$ cat config.mk
export PLATFORM = sky130hd
export DESIGN_NAME = multicycle_control
export DESIGN_NICKNAME = d
export VERILOG_FILES = /design/src/rtl/multicycle_control.sv
export SDC_FILE = /design/constraint.sdc
export NUM_CORES = 1
export LEC_CHECK = 0
export ABC_AREA = 1
export CAP_MARGIN = 10
export CORE_MARGIN = 10
export CORE_UTILIZATION = 40
export CTS_BUF_LIST = sky130_fd_sc_hd__clkbuf_8
export DETAILED_ROUTE_END_ITERATION = 7
export PLACE_DENSITY = 0.86
export RECOVER_POWER = 100
export SLEW_MARGIN = 20
export SYNTH_ARGS = -nofsm -noshare
export SYNTH_HDL_FRONTEND = slang
export SYNTH_SLANG_ARGS = --single-unit
$ cat constraint.sdc
create_clock -name clk -period 2.48 [get_ports clk]
set_input_delay 0.372 -clock clk [delete_from_list [all_inputs] [get_ports clk]]
set_output_delay 0.372 -clock clk [all_outputs]
set_load 0.03 [all_outputs]
$ cat src/rtl/multicycle_control.sv
// ---------------------------------------------------------------------------
// multicycle_control
//   Main control FSM for a multicycle 16-bit processor. It sequences fetch,
//   decode, execute, memory and write-back. It produces the datapath strobes
//   from the current state and the instruction register, plus MemAck during
//   fetch. It also counts retired instructions.
//
// Ports
//   clk, rst_n    : clock (rising edge) and asynchronous active-low reset
//   Ins[15:0]     : instruction register ([15:11] opcode, [1:0] function)
//   Branch        : branch-condition result for Ins
//   MemAck        : memory transfer complete (only looked at in IF / MEM)
//   MemReq, IorD, MemWrite                   : memory interface control
//   IRWrite, PCWrite, PCSrc                  : IR / PC load control
//   RegWrite, FlagWrite, ALUop[2:0], OutEn   : datapath strobes
//   Halt          : processor halted (sticky until reset)
//   IllegalOp     : one-cycle pulse on an undefined opcode in ID
//   State[2:0]    : current FSM state code
//   RetireCnt[15:0]: retired-instruction counter, wraps
// ---------------------------------------------------------------------------
module multicycle_control (
  input  logic        clk,
  input  logic        rst_n,
  input  logic [15:0] Ins,
  input  logic        Branch,
  input  logic        MemAck,
  output logic        MemReq,
  output logic        IorD,
  output logic        MemWrite,
  output logic        IRWrite,
  output logic        PCWrite,
  output logic        PCSrc,
  output logic        RegWrite,
  output logic        FlagWrite,
  output logic [2:0]  ALUop,
  output logic        OutEn,
  output logic        Halt,
  output logic        IllegalOp,
  output logic [2:0]  State,
  output logic [15:0] RetireCnt
);

  typedef enum logic [2:0] {
    S_IF   = 3'd0,
    S_ID   = 3'd1,
    S_EX   = 3'd2,
    S_MEM  = 3'd3,
    S_WB   = 3'd4,
    S_HALT = 3'd5
  } state_e;

  // Instruction classes; each one selects a distinct path through the FSM.
  typedef enum logic [3:0] {
    C_ALU,    // EX -> WB, no flag update
    C_ALUF,   // EX -> WB, flags written in EX
    C_CMP,    // EX only, flags written
    C_LOAD,   // EX -> MEM -> WB
    C_STORE,  // EX -> MEM
    C_BR,     // conditional PC load in EX
    C_JMP,    // unconditional PC load in EX
    C_JAL,    // PC load plus link write in EX
    C_OUT,    // output strobe in EX
    C_HLT,    // EX -> HALT
    C_ILL     // undefined opcode
  } cls_e;

  localparam logic [2:0] ALU_ADD  = 3'd0;
  localparam logic [2:0] ALU_PASS = 3'd4;
  localparam logic [2:0] ALU_LHI  = 3'd5;
  localparam logic [2:0] ALU_SUB  = 3'd2;

  state_e      state_q, state_d;
  logic [15:0] retire_cnt_q, retire_cnt_d;
  cls_e        cls;
  logic [2:0]  alu_sel;
  logic        retire;

  logic [4:0]  opcode;
  logic [1:0]  fn;
  logic        unused_ins;

  assign opcode     = Ins[15:11];
  assign fn         = Ins[1:0];
  // Branch condition and register fields belong to other units.
  assign unused_ins = ^Ins[10:2];

  // -------------------------------------------------------------------------
  // Opcode decode
  // -------------------------------------------------------------------------
  always_comb begin
    cls     = C_ILL;
    alu_sel = ALU_ADD;
    case (opcode)
      5'b00000: begin cls = C_ALUF; alu_sel = {1'b0, fn}; end  // ADD/ADC/SUB/SBB
      5'b00001: begin cls = C_ALU;  alu_sel = ALU_LHI;    end  // LHI
      5'b00010: begin cls = C_ALU;  alu_sel = ALU_PASS;   end  // LLI
      5'b00011: cls = C_LOAD;                                  // LDRri
      5'b00100: if (fn == 2'b00) cls = C_LOAD;                 // LDRrr
      5'b00101: cls = C_STORE;                                 // STRri
      5'b00110: begin
        if (fn == 2'b00) cls = C_STORE;                        // STRrr
        else if (fn == 2'b01) begin                            // CMP
          cls     = C_CMP;
          alu_sel = ALU_SUB;
        end
      end
      5'b00111: cls = C_ALUF;                                  // ADDI
      5'b01000: begin cls = C_ALUF; alu_sel = ALU_SUB;    end  // SUBI
      5'b01011: begin cls = C_ALU;  alu_sel = ALU_PASS;   end  // MOV
      5'b10000: cls = C_JMP;                                   // JMP
      5'b10001: cls = C_JAL;                                   // JALrl
      5'b10010: cls = C_JAL;                                   // JALrr
      5'b10011: cls = C_JMP;                                   // JR
      5'b11000: cls = C_BR;                                    // Bcc
      5'b11001: cls = C_BR;                                    // BAL
      5'b11100: begin
        if (fn == 2'b00)      cls = C_OUT;                     // OutR
        else if (fn == 2'b01) cls = C_HLT;                     // HLT
      end
      default: cls = C_ILL;
    endcase
  end

  // -------------------------------------------------------------------------
  // Next state and retirement. The retire flag marks the last cycle of a
  // legal instruction.
  // -------------------------------------------------------------------------
  always_comb begin
    state_d = state_q;
    retire  = 1'b0;
    case (state_q)
      S_IF:  if (MemAck) state_d = S_ID;
      S_ID:  state_d = (cls == C_ILL) ? S_IF : S_EX;
      S_EX: begin
        case (cls)
          C_ALU, C_ALUF:   state_d = S_WB;
          C_LOAD, C_STORE: state_d = S_MEM;
          C_HLT: begin
            state_d = S_HALT;
            retire  = 1'b1;
          end
          C_ILL:           state_d = S_IF;  // only if Ins changed after ID
          default: begin
            state_d = S_IF;
            retire  = 1'b1;
          end
        endcase
      end
      S_MEM: begin
        if (MemAck) begin
          if (cls == C_STORE) begin
            state_d = S_IF;
            retire  = 1'b1;
          end else begin
            state_d = S_WB;
          end
        end
      end
      S_WB: begin
        state_d = S_IF;
        retire  = 1'b1;
      end
      S_HALT: state_d = S_HALT;
      default: state_d = S_IF;              // unused codes 6 and 7
    endcase
    retire_cnt_d = retire_cnt_q + {15'd0, retire};
  end

  always_ff @(posedge clk or negedge rst_n) begin
    if (!rst_n) begin
      state_q      <= S_IF;
      retire_cnt_q <= '0;
    end else begin
      state_q      <= state_d;
      retire_cnt_q <= retire_cnt_d;
    end
  end

  // -------------------------------------------------------------------------
  // Outputs: decoded from state and instruction. IRWrite/PCWrite in IF follow
  // MemAck so the fetch completes in the acknowledge cycle. Everything is
  // forced low while reset is held, so an IF state under reset does not
  // raise MemReq.
  // -------------------------------------------------------------------------
  always_comb begin
    MemReq    = 1'b0;
    IorD      = 1'b0;
    MemWrite  = 1'b0;
    IRWrite   = 1'b0;
    PCWrite   = 1'b0;
    PCSrc     = 1'b0;
    RegWrite  = 1'b0;
    FlagWrite = 1'b0;
    ALUop     = ALU_ADD;
    OutEn     = 1'b0;
    Halt      = 1'b0;
    IllegalOp = 1'b0;
    if (rst_n) begin
      case (state_q)
        S_IF: begin
          MemReq  = 1'b1;
          IRWrite = MemAck;
          PCWrite = MemAck;
        end
        S_ID: IllegalOp = (cls == C_ILL);
        S_EX: begin
          ALUop = alu_sel;
          case (cls)
            C_ALUF, C_CMP: FlagWrite = 1'b1;
            C_BR: begin
              PCSrc   = 1'b1;
              PCWrite = Branch;
            end
            C_JMP: begin
              PCSrc   = 1'b1;
              PCWrite = 1'b1;
            end
            C_JAL: begin
              PCSrc    = 1'b1;
              PCWrite  = 1'b1;
              RegWrite = 1'b1;   // link register gets the already-incremented PC
            end
            C_OUT:   OutEn = 1'b1;
            default: ;
          endcase
        end
        S_MEM: begin
          MemReq   = 1'b1;
          IorD     = 1'b1;
          MemWrite = (cls == C_STORE);
        end
        S_WB:    RegWrite = 1'b1;
        S_HALT:  Halt = 1'b1;
        default: ;
      endcase
    end
  end

  assign State     = state_q;
  assign RetireCnt = retire_cnt_q;

endmodule

# After elaboration in Yosys (flattened, before gate mapping)

Cells that the tools add are included.

Add/sub/neg operators: 1
Eq/ne operators: 34
Muxes and demuxes: 48
Reductions and logical operators: 18

Operators by type and width:

| cell                 | count |
|---|---|
| $pmux W4 S10         | 1 |
| $eq A5 B5 Y1 const B | 7 |
| $pmux W3 S5          | 2 |
| $mux W1              | 27 |
| $eq A5 B3 Y1 const B | 4 |
| $reduce_or A2 Y1     | 9 |
| $add A16 B1 Y16      | 1 |
| $eq A4 B3 Y1 const B | 4 |
| $mux W3              | 5 |
| $eq A4 B4 Y1 const B | 3 |
| $mux W4              | 3 |
| $eq A5 B2 Y1 const B | 2 |
| $eq A5 B4 Y1 const B | 2 |
| $mux W2              | 5 |
| $pmux W3 S3          | 1 |
| $reduce_or A3 Y1     | 3 |
| $eq A4 B2 Y1 const B | 2 |
| $eq A3 B2 Y1 const B | 2 |
| $eq A3 B3 Y1 const B | 2 |
| $pmux W1 S2          | 3 |
| $eq A5 B1 Y1 const B | 1 |
| $logic_not A5 Y1     | 1 |
| $reduce_or A5 Y1     | 1 |
| $eq A4 B1 Y1 const B | 1 |
| 8 further kinds      | 9 |

Register bits: 19
Bits of input ports: 20
Output and inout port bits: 33
Word-level logic and storage cells: 103

# Depth between registers and ports, before layout

Word-level depth: 9
Gate-level depth with buffers: 22
Depth with buffers taken out: 21

# Worst setup path before layout

Ideal clock, no wire load.

Path kind: reg2reg
Start point: reg state_q[1], in the netlist State[1]
End point: reg retire_cnt_q[12], in the netlist RetireCnt[12]
Setup time: 0.080 ns
Arrival: 2.603 ns
Data required time: 2.400 ns
Slack: -0.204 ns
Stages on the path, launching flop included: 16
Buffers on the path: 0
Clock period less this slack: 2.684 ns
Cell sequence: dfrtp_1 -> inv_1 -> nor3_1 -> inv_1 -> o31ai_1 -> inv_1 -> nand2_1 -> ha_1 -> ha_1 -> inv_1 -> nor2_2 -> nand3_1 -> nor3_2 -> nand3_1 -> nor2_1 -> xor2_1

Word-level cells in the longest chain between the ends: 3
Elaborated cells between the ends (all ways): 5
Classes of those cells: add/sub: 1; eq/ne: 3; mux: 1

RTL lines:

| item                                         | RTL line | source |
|---|---|---|
| from (decl)                                  | 72       | `state_e state_q, state_d;` |
| from (signal assigned)                       | 174      | `state_q <= state_d;` |
| $eq A3 B3 Y1 or $eq A3 B2 Y1 (tied branches) | 131      | `case (state_q)` |
| $pmux W1 S3 *                                | 131      |  |
| $add A16 B1 Y16 *                            | 166      | `retire_cnt_d = retire_cnt_q + {15'd0, retire};` |
| via retire_cnt_d[12]                         | 73       | `logic [15:0] retire_cnt_q, retire_cnt_d;` |
| to (signal assigned)                         | 175      | `retire_cnt_q <= retire_cnt_d;` |
| to (decl)                                    | 73       |  |

Mark *: on every way through the listed nets, which the timed path passes. The rest lies on a longest branch.
A chain may end at the register's enable or synchronous reset.

# Worst setup path in the final report

Start point: in Ins[1]
End point: reg retire_cnt_q[12], in the netlist RetireCnt[12]

Word-level cells in the longest chain between the ends: 9
Elaborated cells between the ends (all ways): 19
Classes of those cells: add/sub: 1; eq/ne: 5; mux: 10; reduce/logical: 3

RTL lines:

| item                                                  | RTL line | source |
|---|---|---|
| from (decl)                                           | 24       | `input logic [15:0] Ins,` |
| $eq A2 B1 Y1                                          | 102, 118 |  |
| $mux W2 or $mux W4 (tied branches)                    | 118, 102 |  |
| $mux W2 or $mux W4 (tied branches)                    | 117, 101 |  |
| $pmux W4 S10 *                                        | 93       | `case (opcode)` |
| $eq A4 B4 Y1 (tied with other cells)                  | 135      | `case (cls)` |
| $reduce_or A5 Y1 (no line) or $mux W1 (tied branches) | n/a      |  |
| $mux W1 (on tied branches)                            | 135, 150 |  |
| $pmux W1 S3 *                                         | 131      |  |
| $add A16 B1 Y16 *                                     | 166      |  |
| via retire_cnt_d[12]                                  | 73       |  |

Marks and branches as above.

==> run_results.csv <==
group,metric,value,unit
cts,clockRootBuffer,"clkbuf_8",
power_and_ir_drop,ir_worst_vdd,0.453,mV
timing,fmax,0.392,GHz
setup_path,reg2reg_slack,0,ps
status,status,"complete, but fails checks",
setup_path,critPathLaunchType,"input port",
setup_path,cp_num_buf_inv,4,
setup_path,cp_data_required_time,2660,ps
floorplan,rows,21,
detailed_routing,ant_nets,0,
setup_path,slowest_delay,240,ps
floorplan,die_w,79.7,µm
timing,worst_pin_slew,649,ps
synthesis,yosysMostFrequentCell,"nand2_1",
global_routing,grt_pass1_vias,1610,
status,violations,"setup timing",
synthesis,synth_common_cells,"nand2_1 (33), nor2_1 (23), nand3_1 (20), dfrtp_1 (19), inv_1 (19)",
setup_path,crit_family,"simple AND/OR/NAND/NOR gates",
timing,maxSlewHeadroom,56.7,%
worst_hold_path,hold_depth,1,
global_routing,grt_pass1_wl,7.38,mm
power_and_ir_drop,p_int,858,µW
timing,rsz0062_at_grt,"yes",
detailed_routing,drc,0,
power_and_ir_drop,powerDensity,596,nW/µm²
detailed_routing,wl,6.61,mm
placement,hpwl,3.58,mm
power_and_ir_drop,p_comb_share,57.4,%
synthesis,ys_top_cells_by_area,"dfrtp_1 (33%), nand2_1 (8.7%), nand3_1 (7.0%)",
cts,clkLatencyLatePin,260,ps
placement,portBuffers,43,
setup_path,cp_slowest_cell,"o31ai_4",
worst_hold_path,whs_endpoint,"RetireCnt[15]$_DFF_PN0_",
synthesis,synth_edf_count,0,
cts,clk_pin_slew,70,ps
worst_hold_path,hold_path_class,"flip-flop to flip-flop",
synthesis,syn_nets,215,
power_and_ir_drop,switchingPower,724,µW
detailed_routing,wl_per_cell,19.0,µm
timing,skew,3.44,ps
placement,dpl.cell_count,323,
cts,cts-buffers-inserted,3,
finish,final_util,78.3,%
global_routing,grt.total_usage,14.1,%
floorplan,die_area,6350,µm²
setup_path,crit_type,"input port to flip-flop",
setup_path,crit_fanout,4,
floorplan,fp.dieH,79.7,µm
power_and_ir_drop,swShare,45.8,%
global_routing,grt.overflow.total,0,
finish,drive_gt1_share,50.8,%
synthesis,post_synth_inst_count,193,
detailed_routing,drt_first_pass_iters,5,
setup_path,r2r_end,"RetireCnt[12]$_DFF_PN0_",
synthesis,synth.distinct_cells,26,
synthesis,synth_top_area_share,33.3,%
power_and_ir_drop,power_leakage,1.29,nW
cts,hold_buffers,0,
timing,fin_crit,2550,ps
floorplan,core_area,3390,µm²
timing,worst_slack,-72.1,ps
flow_run,drv_cap,0,
finish,finalNetCount,324,
setup_path,cp_cell_sequence,"dlymetal6s2s_1, nor2_1, buf_4, nand2_1, nand2_2, nand2_4, o31ai_4, inv_1, nand2_2, ha_4, ha_4, inv_4, nor2_4, nand3_2, nor3_4, nand3_2, nor2_2, xor2_1",
synthesis,synthArstFlopShare,100,%
detailed_routing,drtIter0Drc,230,
synthesis,yosys_warnings,0,
placement,place_congestion,0.912,
timing,drv_slew,0,
setup_path,timing.rr.start,"State[1]$_DFFE_PN0P_",
timing,hold_viol_final,0,
synthesis,synth_top_area_cell,"dfrtp_1",
cts,cts_sinks,19,
global_routing,antenna_found_initial,0,
floorplan,io_pins,53,
placement,place_ws,-688,ps
setup_path,crit_arrival,2740,ps
timing,fin_crit_sh,103,%
setup_path,cp-end-kind,"flip-flop",
detailed_routing,vias_per_cell,5.88,
cts,ctsHtreeMaxLevel,1,
finish,area_delta_synth_final,86.0,%
setup_path,reg2reg_depth,15,
finish,diodes,0,
synthesis,synthFlopType,"dfrtp_1",
synthesis,postSynthRegisterBits,19,
synthesis,avgSynthCellArea,7.39,µm²
finish,fin_cells,347,
detailed_routing,vias,2039,
synthesis,syn_area,1430,µm²
synthesis,yosysSeqAreaShare,33.3,%
timing,finalSetupViolCount,4,
floorplan,initial_core_util,42.1,%
cts,cts_tree,"yes",
cts,clk_path_buf_depth,2,
worst_hold_path,holdCritStartpoint,"RetireCnt[15]$_DFF_PN0_",
power_and_ir_drop,power.share.clock,14.0,%
global_routing,grt_max_degree,13,
power_and_ir_drop,power_frac_seq,28.5,%
routing by layer:
metal | global-route usage, % | routed length (µm) | share of wire [%]
met5 | 0 | 0 | 0
met4 | 4.12 | 375 | 5.7
met3 | 2.36 | 572 | 8.7
met2 | 23.5 | 3210 | 49
met1 | 18.0 | 2440 | 37
sequential cells by signal (all words and copies together), names as in the netlist:
register   count
RetireCnt     16
State          3
repair_timing:
item	CTS	global route
endpoints found under the setup margin	15	8
pin swaps	6	30
gates resized for setup	17	67
buffers inserted	1	19
hold endpoints to repair	0	0
worst register-to-register path, stage by stage (launching register included):
cell,delay [ps]
dfrtp_2,380
inv_1,110
nor3_4,250
inv_2,90
o31ai_4,200
inv_1,80
nand2_2,110
ha_4,170
ha_4,140
inv_4,40
nor2_4,110
nand3_2,100
nor3_4,200
nand3_2,130
nor2_2,150
xor2_1,140
layout make-up:
type / instances / area, µm²
multi-input cells: 149 / 1090
clock inverters: 1 / 5.00
clock buffers: 3 / 41.3
well taps: 46 / 57.6
flip-flops and latches: 19 / 479
fillers: 196 / 737
inverters: 24 / 95.1
repair buffers: 105 / 885
placed cells by master (no fill, tap or decap), types with 2 or more instances in the layout:
cell | Yosys | routed
buf_4 | 0 | 71
nand2_1 | 33 | 23
clkdlybuf4s50_1 | 0 | 22
nor2_1 | 23 | 17
dfrtp_1 | 19 | 16
nand2_2 | 9 | 16
inv_1 | 19 | 14
nor2_4 | 5 | 10
nand3_1 | 20 | 10
xor2_1 | 10 | 10
nand3_2 | 2 | 9
inv_2 | 5 | 8
a21oi_1 | 7 | 7
nand4_1 | 7 | 7
buf_6 | 0 | 7
o21ai_0 | 6 | 5
nand3_4 | 1 | 4
nor2_2 | 3 | 4
xnor2_1 | 4 | 4
nor3_1 | 8 | 4
dfrtp_2 | 0 | 3
nand2_4 | 0 | 3
nor3_4 | 0 | 3
nor3_2 | 2 | 3
clkbuf_8 | 0 | 3
inv_4 | 0 | 2
o2111ai_1 | 2 | 2
ha_4 | 0 | 2
dlymetal6s2s_1 | 0 | 2
clkbuf_1 | 0 | 2
stage by stage:
stage	total power, mW	instance area [µm²]	hold WS [ps]	TNS (ps)
5_1_grt	1.65	2650	500	-1430
2_1_floorplan	0.852	1490	76.4	0
4_1_cts	1.41	2350	474	-1.34
3_5_place_dp	1.18	2260	464	-6530
3_3_place_gp	1.16	2260	461	-5360
6_report	1.58	2650	482	-141
how the worst max path moves through the flow:
stage	from	endpoint	slack (ps)	depth (start not counted)
after floorplan	Ins[15]	RetireCnt[12]$_DFF_PN0_	6	19
after global placement	Ins[13]	RetireCnt[12]$_DFF_PN0_	-590	20
after detailed placement	Ins[13]	RetireCnt[12]$_DFF_PN0_	-690	20
after CTS	Ins[11]	RetireCnt[12]$_DFF_PN0_	-1	19
after global routing	Ins[1]	RetireCnt[12]$_DFF_PN0_	-320	18
final	Ins[1]	RetireCnt[12]$_DFF_PN0_	-70	18
logic make-up (layout without fill, tap and decap cells):
logic type,Yosys count,after routing,synth area share (%)
compound gates,20,20,8.77
xor+xnor,14,14,8.60
fa+ha+maj,2,2,1.75
buf+inv,25,133,6.67
flops,19,19,33.3
simple gates,113,113,40.9
power by group through the flow:
stage	clock [mW]	sequential, mW	combinational (mW)
detailed placement	0	0.436	0.746
CTS	0.212	0.435	0.762
finish	0.222	0.451	0.908
global route	0.242	0.454	0.957
floorplan	0	0.542	0.311
global placement	0	0.433	0.731
No activity file was read; power rests on OpenSTA's default activity.
